<file path="src/rtl/mem_access_if.sv">
// Memory-side bus between the load/store unit and the data memory.
// The unit drives the request side; memory returns ack and read data.
interface mem_access_if #(
    parameter int NB_DATA = 32
);
    logic               mem_req_o;
    logic               mem_we_o;
    logic [NB_DATA-1:0] mem_addr_o;
    logic [3:0]         mem_be_o;
    logic [NB_DATA-1:0] mem_wdata_o;
    logic               mem_ack_i;
    logic [NB_DATA-1:0] mem_rdata_i;

    modport master (
        output mem_req_o, mem_we_o, mem_addr_o, mem_be_o, mem_wdata_o,
        input  mem_ack_i, mem_rdata_i
    );

    modport slave (
        input  mem_req_o, mem_we_o, mem_addr_o, mem_be_o, mem_wdata_o,
        output mem_ack_i, mem_rdata_i
    );
endinterface

</file>
<file path="src/rtl/mem_access_unit.sv">
// MEM-stage load/store unit: one outstanding access, lane steering,
// load extension, misalignment pulse and a sticky ack timeout.
module mem_access_unit #(
    parameter int NB_DATA = 32,
    parameter int TIMEOUT = 255
) (
    input  logic               clock,
    input  logic               reset,
    input  logic               op_valid_i,
    input  logic [5:0]         mem_signals_i,
    input  logic [NB_DATA-1:0] addr_i,
    input  logic [NB_DATA-1:0] wr_data_i,
    mem_access_if.master       mem,
    output logic               stall_o,
    output logic [NB_DATA-1:0] load_data_o,
    output logic               load_valid_o,
    output logic               misalign_o,
    output logic               error_o
);
    typedef enum logic [1:0] {IDLE, ACCESS, DONE} state_t;

    localparam logic [7:0] TO_LAST = 8'(TIMEOUT - 1);

    state_t state_q, state_d;

    logic [NB_DATA-1:0] addr_q;
    logic [1:0]         size_q;
    logic               uns_q;
    logic               we_q;
    logic [3:0]         be_q;
    logic [NB_DATA-1:0] wdata_q;
    logic [7:0]         cnt_q;

    logic               is_op, aligned, accept, misal;
    logic               timeout;
    logic [3:0]         be_d;
    logic [NB_DATA-1:0] wdata_d;
    logic [7:0]         ld_b;
    logic [15:0]        ld_h;
    logic [NB_DATA-1:0] ld_ext;
    logic               in_access;
    logic               unused_rsv;

    assign unused_rsv = mem_signals_i[5];
    assign in_access  = (state_q == ACCESS);

    assign is_op = op_valid_i & (mem_signals_i[0] | mem_signals_i[1]);

    always_comb begin
        aligned = 1'b1;
        be_d    = 4'b0001 << addr_i[1:0];
        wdata_d = NB_DATA'({4{wr_data_i[7:0]}});
        unique case (1'b1)
            mem_signals_i[3]: begin
                aligned = (addr_i[1:0] == 2'b00);
                be_d    = 4'b1111;
                wdata_d = wr_data_i;
            end
            (mem_signals_i[3:2] == 2'b01): begin
                aligned = ~addr_i[0];
                be_d    = 4'b0011 << {addr_i[1], 1'b0};
                wdata_d = NB_DATA'({2{wr_data_i[15:0]}});
            end
            default: ;
        endcase
    end

    assign accept = (state_q == IDLE) & is_op & aligned;
    assign misal  = (state_q == IDLE) & is_op & ~aligned;

    // Little-endian lane pick from the latched byte offset
    always_comb begin
        ld_b   = mem.mem_rdata_i[{addr_q[1:0], 3'b000} +: 8];
        ld_h   = mem.mem_rdata_i[{addr_q[1], 4'b0000} +: 16];
        ld_ext = {{(NB_DATA-8){~uns_q & ld_b[7]}}, ld_b};
        unique case (1'b1)
            size_q[1]:            ld_ext = mem.mem_rdata_i;
            (size_q == 2'b01):    ld_ext = {{(NB_DATA-16){~uns_q & ld_h[15]}}, ld_h};
            default: ;
        endcase
    end

    always_comb begin
        state_d = state_q;
        timeout = 1'b0;
        unique case (state_q)
            IDLE:   if (accept) state_d = ACCESS;
            ACCESS: begin
                if (mem.mem_ack_i) begin
                    state_d = DONE;
                end else if (cnt_q == TO_LAST) begin
                    state_d = DONE;
                    timeout = 1'b1;
                end
            end
            DONE:    state_d = IDLE;
            default: state_d = IDLE;
        endcase
    end

    assign stall_o         = accept | in_access;
    assign mem.mem_req_o   = in_access;
    assign mem.mem_we_o    = in_access & we_q;
    assign mem.mem_addr_o  = in_access ? {addr_q[NB_DATA-1:2], 2'b00} : '0;
    assign mem.mem_be_o    = in_access ? be_q : 4'b0000;
    assign mem.mem_wdata_o = in_access ? wdata_q : '0;

    always_ff @(posedge clock) begin
        if (reset) begin
            state_q      <= IDLE;
            addr_q       <= '0;
            size_q       <= 2'b00;
            uns_q        <= 1'b0;
            we_q         <= 1'b0;
            be_q         <= 4'b0000;
            wdata_q      <= '0;
            cnt_q        <= 8'd0;
            load_data_o  <= '0;
            load_valid_o <= 1'b0;
            misalign_o   <= 1'b0;
            error_o      <= 1'b0;
        end else begin
            state_q      <= state_d;
            misalign_o   <= misal;
            load_valid_o <= 1'b0;
            if (accept) begin
                addr_q  <= addr_i;
                size_q  <= mem_signals_i[3:2];
                uns_q   <= mem_signals_i[4];
                we_q    <= mem_signals_i[1];
                be_q    <= be_d;
                wdata_q <= wdata_d;
                cnt_q   <= 8'd0;
            end
            if (in_access & ~mem.mem_ack_i)
                cnt_q <= cnt_q + 8'd1;
            if (in_access & mem.mem_ack_i & ~we_q) begin
                load_data_o  <= ld_ext;
                load_valid_o <= 1'b1;
            end
            // A timed-out load still retires, with a zero result
            if (timeout) begin
                error_o      <= 1'b1;
                load_data_o  <= '0;
                load_valid_o <= ~we_q;
            end
        end
    end
endmodule

</file>
<file path="src/flat_wrapper.sv">
// flat-port wrapper written by rule: the top's interface ports become plain ports
module mem_access_unit_flat 
#(
    parameter int NB_DATA = 32,
    parameter int TIMEOUT = 255
)
  (clock, reset, op_valid_i, mem_signals_i, addr_i, wr_data_i, stall_o, load_data_o, load_valid_o, misalign_o, error_o, mem_mem_req_o, mem_mem_we_o, mem_mem_addr_o, mem_mem_be_o, mem_mem_wdata_o, mem_mem_ack_i, mem_mem_rdata_i);
  mem_access_if #(.NB_DATA(NB_DATA)) mem_i ();
  input  logic clock;
  input  logic reset;
  input  logic op_valid_i;
  input  logic [5:0] mem_signals_i;
  input  logic [NB_DATA-1:0] addr_i;
  input  logic [NB_DATA-1:0] wr_data_i;
  output logic stall_o;
  output logic [NB_DATA-1:0] load_data_o;
  output logic load_valid_o;
  output logic misalign_o;
  output logic error_o;
  output wire logic [$bits(mem_i.mem_req_o)-1:0] mem_mem_req_o;
  output wire logic [$bits(mem_i.mem_we_o)-1:0] mem_mem_we_o;
  output wire logic [$bits(mem_i.mem_addr_o)-1:0] mem_mem_addr_o;
  output wire logic [$bits(mem_i.mem_be_o)-1:0] mem_mem_be_o;
  output wire logic [$bits(mem_i.mem_wdata_o)-1:0] mem_mem_wdata_o;
  input wire logic [$bits(mem_i.mem_ack_i)-1:0] mem_mem_ack_i;
  input wire logic [$bits(mem_i.mem_rdata_i)-1:0] mem_mem_rdata_i;
  assign mem_mem_req_o = mem_i.mem_req_o;
  assign mem_mem_we_o = mem_i.mem_we_o;
  assign mem_mem_addr_o = mem_i.mem_addr_o;
  assign mem_mem_be_o = mem_i.mem_be_o;
  assign mem_mem_wdata_o = mem_i.mem_wdata_o;
  assign mem_i.mem_ack_i = mem_mem_ack_i;
  assign mem_i.mem_rdata_i = mem_mem_rdata_i;
  mem_access_unit #(.NB_DATA(NB_DATA), .TIMEOUT(TIMEOUT)) u_core (.clock(clock), .reset(reset), .op_valid_i(op_valid_i), .mem_signals_i(mem_signals_i), .addr_i(addr_i), .wr_data_i(wr_data_i), .mem(mem_i), .stall_o(stall_o), .load_data_o(load_data_o), .load_valid_o(load_valid_o), .misalign_o(misalign_o), .error_o(error_o));
endmodule
</file>
<file path="config.mk">
export PLATFORM = sky130hd
export DESIGN_NAME = mem_access_unit_flat
export DESIGN_NICKNAME = d
export VERILOG_FILES = /design/src/rtl/mem_access_if.sv /design/src/rtl/mem_access_unit.sv /design/src/flat_wrapper.sv
export SDC_FILE = /design/constraint.sdc
export NUM_CORES = 1
export LEC_CHECK = 0
export CORE_UTILIZATION = 41
export CTS_CLUSTER_SIZE = 8
export DETAILED_ROUTE_END_ITERATION = 7
export PLACE_DENSITY = 0.8
export SLEW_MARGIN = 0
export SYNTH_ARGS = -nofsm -noshare
export SYNTH_HDL_FRONTEND = slang
export SYNTH_SLANG_ARGS = --single-unit
</file>
<file path="constraint.sdc">
create_clock -name clock -period 2 [get_ports clock]
set_input_delay 0.6 -clock clock [delete_from_list [all_inputs] [get_ports clock]]
set_output_delay 0.6 -clock clock [all_outputs]
set_load 0.005 [all_outputs]
</file>
# Word level (Yosys, flattened, before mapping)
# Cells that the tools add are included.
# classes
n_addsub	1
n_eq_ne	6
shifts	4
muxes	18
n_bitwise	17
reduce_logical	5
# op_table
operator	count
$pmux W32 S2	2
$mux W32	2
$shiftx A32 B6 Y16	1
$shiftx A32 B6 Y8	1
$mux W8	2
$and A1 B1 Y1	10
$add A8 B1 Y8 const B	1
$eq A8 B8 Y1 const B	1
$pmux W4 S2	1
$eq A2 B1 Y1 const B	3
$mux W2	3
$mux W1	5
$not A1 Y1	5
$logic_not A2 Y1	2
$mux W4	1
$pmux W2 S2	1
$shl A1 B2 Y4 const A	1
$shl A2 B2 Y4 const A	1
$ne A3 B3 Y1 const B	1
$ne A2 B1 Y1 const B	1
$or A1 B1 Y1	2
$pmux W1 S2	1
$reduce_and A2 Y1	1
$reduce_bool A2 Y1	1
$reduce_or A2 Y1	1
# totals
register_bits	117
input_bits	106
word_cells	63

# Longest topological paths before layout
# logic_depth
ltp_word	6
mapped_depth	6
depth_no_buf	5

# Least setup slack after synthesis
# OpenSTA, ideal clock, no wires.
# synth_timing
path_type	input -> output
from	input addr_i[0]
to	output stall_o
arrival_time_ps	1393
t_required_ps	1400
path_slack_ps	7
stages	5
cell_sequence	a21o_1 -> o21ai_2 -> clkbuf_1 -> nand2_1 -> nand2_1
# synth_via
elab_chain_len	4
# synth_lines
element	line	source
start, declared	flat_wrapper.sv:13	input logic [NB_DATA-1:0] addr_i;
$logic_not A2 Y1 or $not A1 Y1 (tied branches)	mem_access_unit.sv:55, mem_access_unit.sv:60	
$pmux W1 S2 *	mem_access_unit.sv:53	unique case (1'b1)
$and A1 B1 Y1 *	mem_access_unit.sv:68	assign accept = (state_q == IDLE) & is_op & aligned;
$or A1 B1 Y1 *	mem_access_unit.sv:101	assign stall_o = accept | in_access;
end, declared	flat_wrapper.sv:15	output logic stall_o;
# Mark *: on every way between the ends. The rest lies on a longest branch, timed or not.

# Worst setup path in the final report
# layout_timing
from	register u_core.state_q[1]
to	output mem_mem_wdata_o[31]
# layout_via
elab_chain_len	2
# layout_lines
element	line	source
start, declared	mem_access_unit.sv:24	state_t state_q, state_d;
start signal, assigned	mem_access_unit.sv:123	state_q <= state_d;
$eq A2 B1 Y1	mem_access_unit.sv:45	assign in_access = (state_q == ACCESS);
$mux W32	mem_access_unit.sv:106	assign mem.mem_wdata_o = in_access ? wdata_q : '0;
end, declared	flat_wrapper.sv:24	output wire logic [$bits(mem_i.mem_wdata_o)-1:0] mem_mem_wdata_o;
# Every way passes these cells.

==> out/metrics.cfg <==
[clock_network]
root_buffer=clkbuf_16
htree_levels=4
clkLatencyLatePin_ps=420
ctsHoldBuffers=0
path_clk_slew_ps=50
cts_tree=yes
cts_sinks=117
cts_buffers=17
cts_buffer_depth=2

[timing]
post-route-period-util=1.129
min_period_ps=2257
drv_slew=0
slew-limit-headroom=0.6611
holdWs_ps=421.8
rsz0062_at_grt=true
skew_ps=7.321
fmax_mhz=443.0
setup_ws_ps=-257.4
hold_viol_final=0
setup_viol=67
tns_ps=-9999
tightest_slew_ps=507.3

[critical_path]
r2r_start=u_core.state_q[1]
r2r_cells=8
cp.arrival_ps=1660
cp-start-kind=flip-flop
crit_path_end=mem_mem_wdata_o[31]
r2r_slack_ps=120
end_kind=primary output
critPathRequiredTime_ps=1400
r2r_end=u_core.wdata_q[12]
critical_path_class=flip-flop to primary output
cp-startpoint=u_core.state_q[1]
path_max_fanout=4

[layout]
nNetsFinal=1038
drive_gt1_frac=0.2948
diodes=0
area_growth_pct=64.94
fin_area_um2=9477

[synthesis]
ys_ff_latch=117
syn_area_um2=5746
synth_edf_count=0
async_reset_ff_frac=0
ys_seq_area_frac=0.4077
synthFlopType=dfxtp_1
synthCells=691
ys_warn_count=0
synth.distinct_cells=51
syn_area_per_cell_um2=8.315

[global_route]
track_usage=0.2870
grt_max_degree=83
grt_antenna_before_repair=0
grt_pass1_vias=6014
grt_pass1_wl_mm=31.90
overflow=0

[power_and_ir_drop]
ir_drop_mv=0.6109
p_per_area_nw_per_um2=729.8
power.total_mw=6.916
power.leakage_nw=3.601

[floorplan]
core_um2=13450
rows=42
ios=212
die_h_um=120.4
die_area_um2=14490
start_util=0.4271
die_x_um=120.4

[drt]
drtIter0Drc=465
drcViolationCount=0
vias=6442
drtAntennaViolNets=0
wl_met2_mm=10.38
avgRoutedWirePerCell_um=19.35
firstDrtPassIters=5
totalWireLength_mm=21.65
wirelength_met1_mm=8.486
dr.max_layer_used=met4
route.met3.wl_mm=1.870
vias_per_cell=5.757

[placed_design]
hpwl_mm=13.03
gp_congestion=0.8605
placement.io_buffers=208
dpl_cell_area_um2=8203
dp_slack_ps=-726.7

[run_status]
violations=negative setup slack
run_status=complete, but fails checks

[hold_path]
hp-class=input pin to flip-flop

[run]
drv_cap=0

-- cell families after synthesis --
group                    share of synthesized area
adder cells (fa/ha/maj)                   0.004355
flip-flops                                  0.4077
other                                    0.0006527
multiplexers                               0.04355
AND/OR/NAND/NOR                             0.2030
buffers and inverters                      0.05640
XOR/XNOR                                  0.004574
AO/OA/AOI/OAI                               0.2798
-- area by class of cell --
type	instances	area, um2
Timing Repair Buffer	287	2975
Tap cell	176	220.2
Clock inverter	12	151.4
Clock buffer	20	466.7
Sequential cell	117	2345
Inverter	7	28.78
Fill cell	1042	3976
Multi-Input combinational cell	500	3289
-- worst min path at each step --
stage	startpoint	to	slack, ps	cells after the start
after floorplan	u_core.we_q	u_core.load_valid_o	440	1
after global placement	u_core.error_o	u_core.error_o	450	1
after detailed placement	u_core.addr_q[10]	u_core.addr_q[10]	460	2
after CTS	reset	u_core.load_valid_o	410	2
after global routing	reset	u_core.load_valid_o	440	2
final	reset	u_core.load_valid_o	420	2
-- power by group --
group          switching, mW  internal (mW)  leakage, nW  total (mW)
Combinational          0.604          0.627         2.36        1.23
Clock                   1.11           2.05        0.290        3.16
Sequential            0.0684           2.45        0.953        2.52
Total                   1.79           5.13         3.60        6.92
-- metrics by stage --
stage               instances    util
finish                   1119  0.7044
global route             1119  0.7044
CTS                      1108  0.6746
detailed placement       1057  0.6097
global placement         1057  0.6097
floorplan                 692       -
-- cell usage in the layout, fill, tap and decap left out, types with 3 or more instances in the layout --
cell | synthesis | routed
and2_1 | 68 | 7
bufinv_16 | 0 | 3
buf_12 | 0 | 10
nand2_1 | 39 | 37
a21oi_1 | 77 | 77
mux2i_1 | 25 | 25
buf_2 | 19 | 9
a311oi_1 | 12 | 12
nand3_1 | 49 | 49
inv_1 | 5 | 4
nor2_1 | 39 | 39
dlygate4sd2_1 | 0 | 7
o21ai_0 | 68 | 67
nor3_1 | 13 | 13
nand2b_1 | 4 | 3
buf_6 | 0 | 65
buf_8 | 0 | 4
clkbuf_8 | 0 | 3
a22o_1 | 8 | 8
buf_16 | 0 | 3
buf_4 | 5 | 53
clkdlybuf4s50_1 | 0 | 131
a22oi_1 | 9 | 9
o2111ai_1 | 8 | 8
xor2_1 | 3 | 3
clkbuf_16 | 0 | 20
o211ai_1 | 4 | 4
a211oi_2 | 18 | 18
a211oi_1 | 16 | 16
clkinv_2 | 0 | 3
and2_4 | 0 | 61
dfxtp_1 | 117 | 115
a221oi_1 | 7 | 7
clkinvlp_4 | 0 | 5
-- Yosys cell counts (all sizes together) (3+ instances only) --
cell type,instances,area share
clkbuf,41,0.027
a22o,8,0.012
o211ai,4,0.0052
nand2,39,0.025
dfxtp,117,0.41
nor2,40,0.027
o21a,3,0.0052
a221oi,7,0.011
a22oi,9,0.012
o21ai,70,0.062
buf,27,0.025
a21oi,77,0.067
nand2b,4,0.0044
nand3,49,0.043
and2,68,0.074
inv,6,0.0039
mux2i,25,0.044
a311oi,12,0.018
o2111ai,8,0.012
a211oi,34,0.060
nor3,14,0.013
xor2,3,0.0046
-- timing repair --
| action | in CTS | in global routing |
|---|---|---|
| pin swaps | 9 | 49 |
| setup buffers | 15 | 10 |
| gates resized for setup | 308 | 124 |
| gates cloned | 4 | 3 |
| endpoints found under the setup margin | 98 | 70 |
-- worst max-delay path, stage by stage, from the launching register on --
cell and delay, ps:
dfxtp_2 320, nand2b_4 130, inv_4 40, buf_6 120, buf_12 130, buf_8 120
buf_6 120, and2_4 140, buf_6 120
-- layer usage --
| metal | vias to the layer above | track usage |
|---|---|---|
| met5 | - | 0 |
| met2 | 350 | 0.4630 |
| met1 | 3051 | 0.3484 |
| met3 | 73 | 0.07642 |
| met4 | 0 | 0.1535 |
| li1 | 2968 | - |
-- sequential cells by signal, summed over array words and instances (netlist names) --
name	count
u_core.we_q	1
u_core.load_valid_o	1
u_core.addr_q	32
u_core.misalign_o	1
u_core.uns_q	1
u_core.be_q	4
u_core.state_q	2
u_core.cnt_q	8
u_core.size_q	2
u_core.load_data_o	32
u_core.error_o	1
u_core.wdata_q	32
No activity file was read; power rests on OpenSTA's default activity.
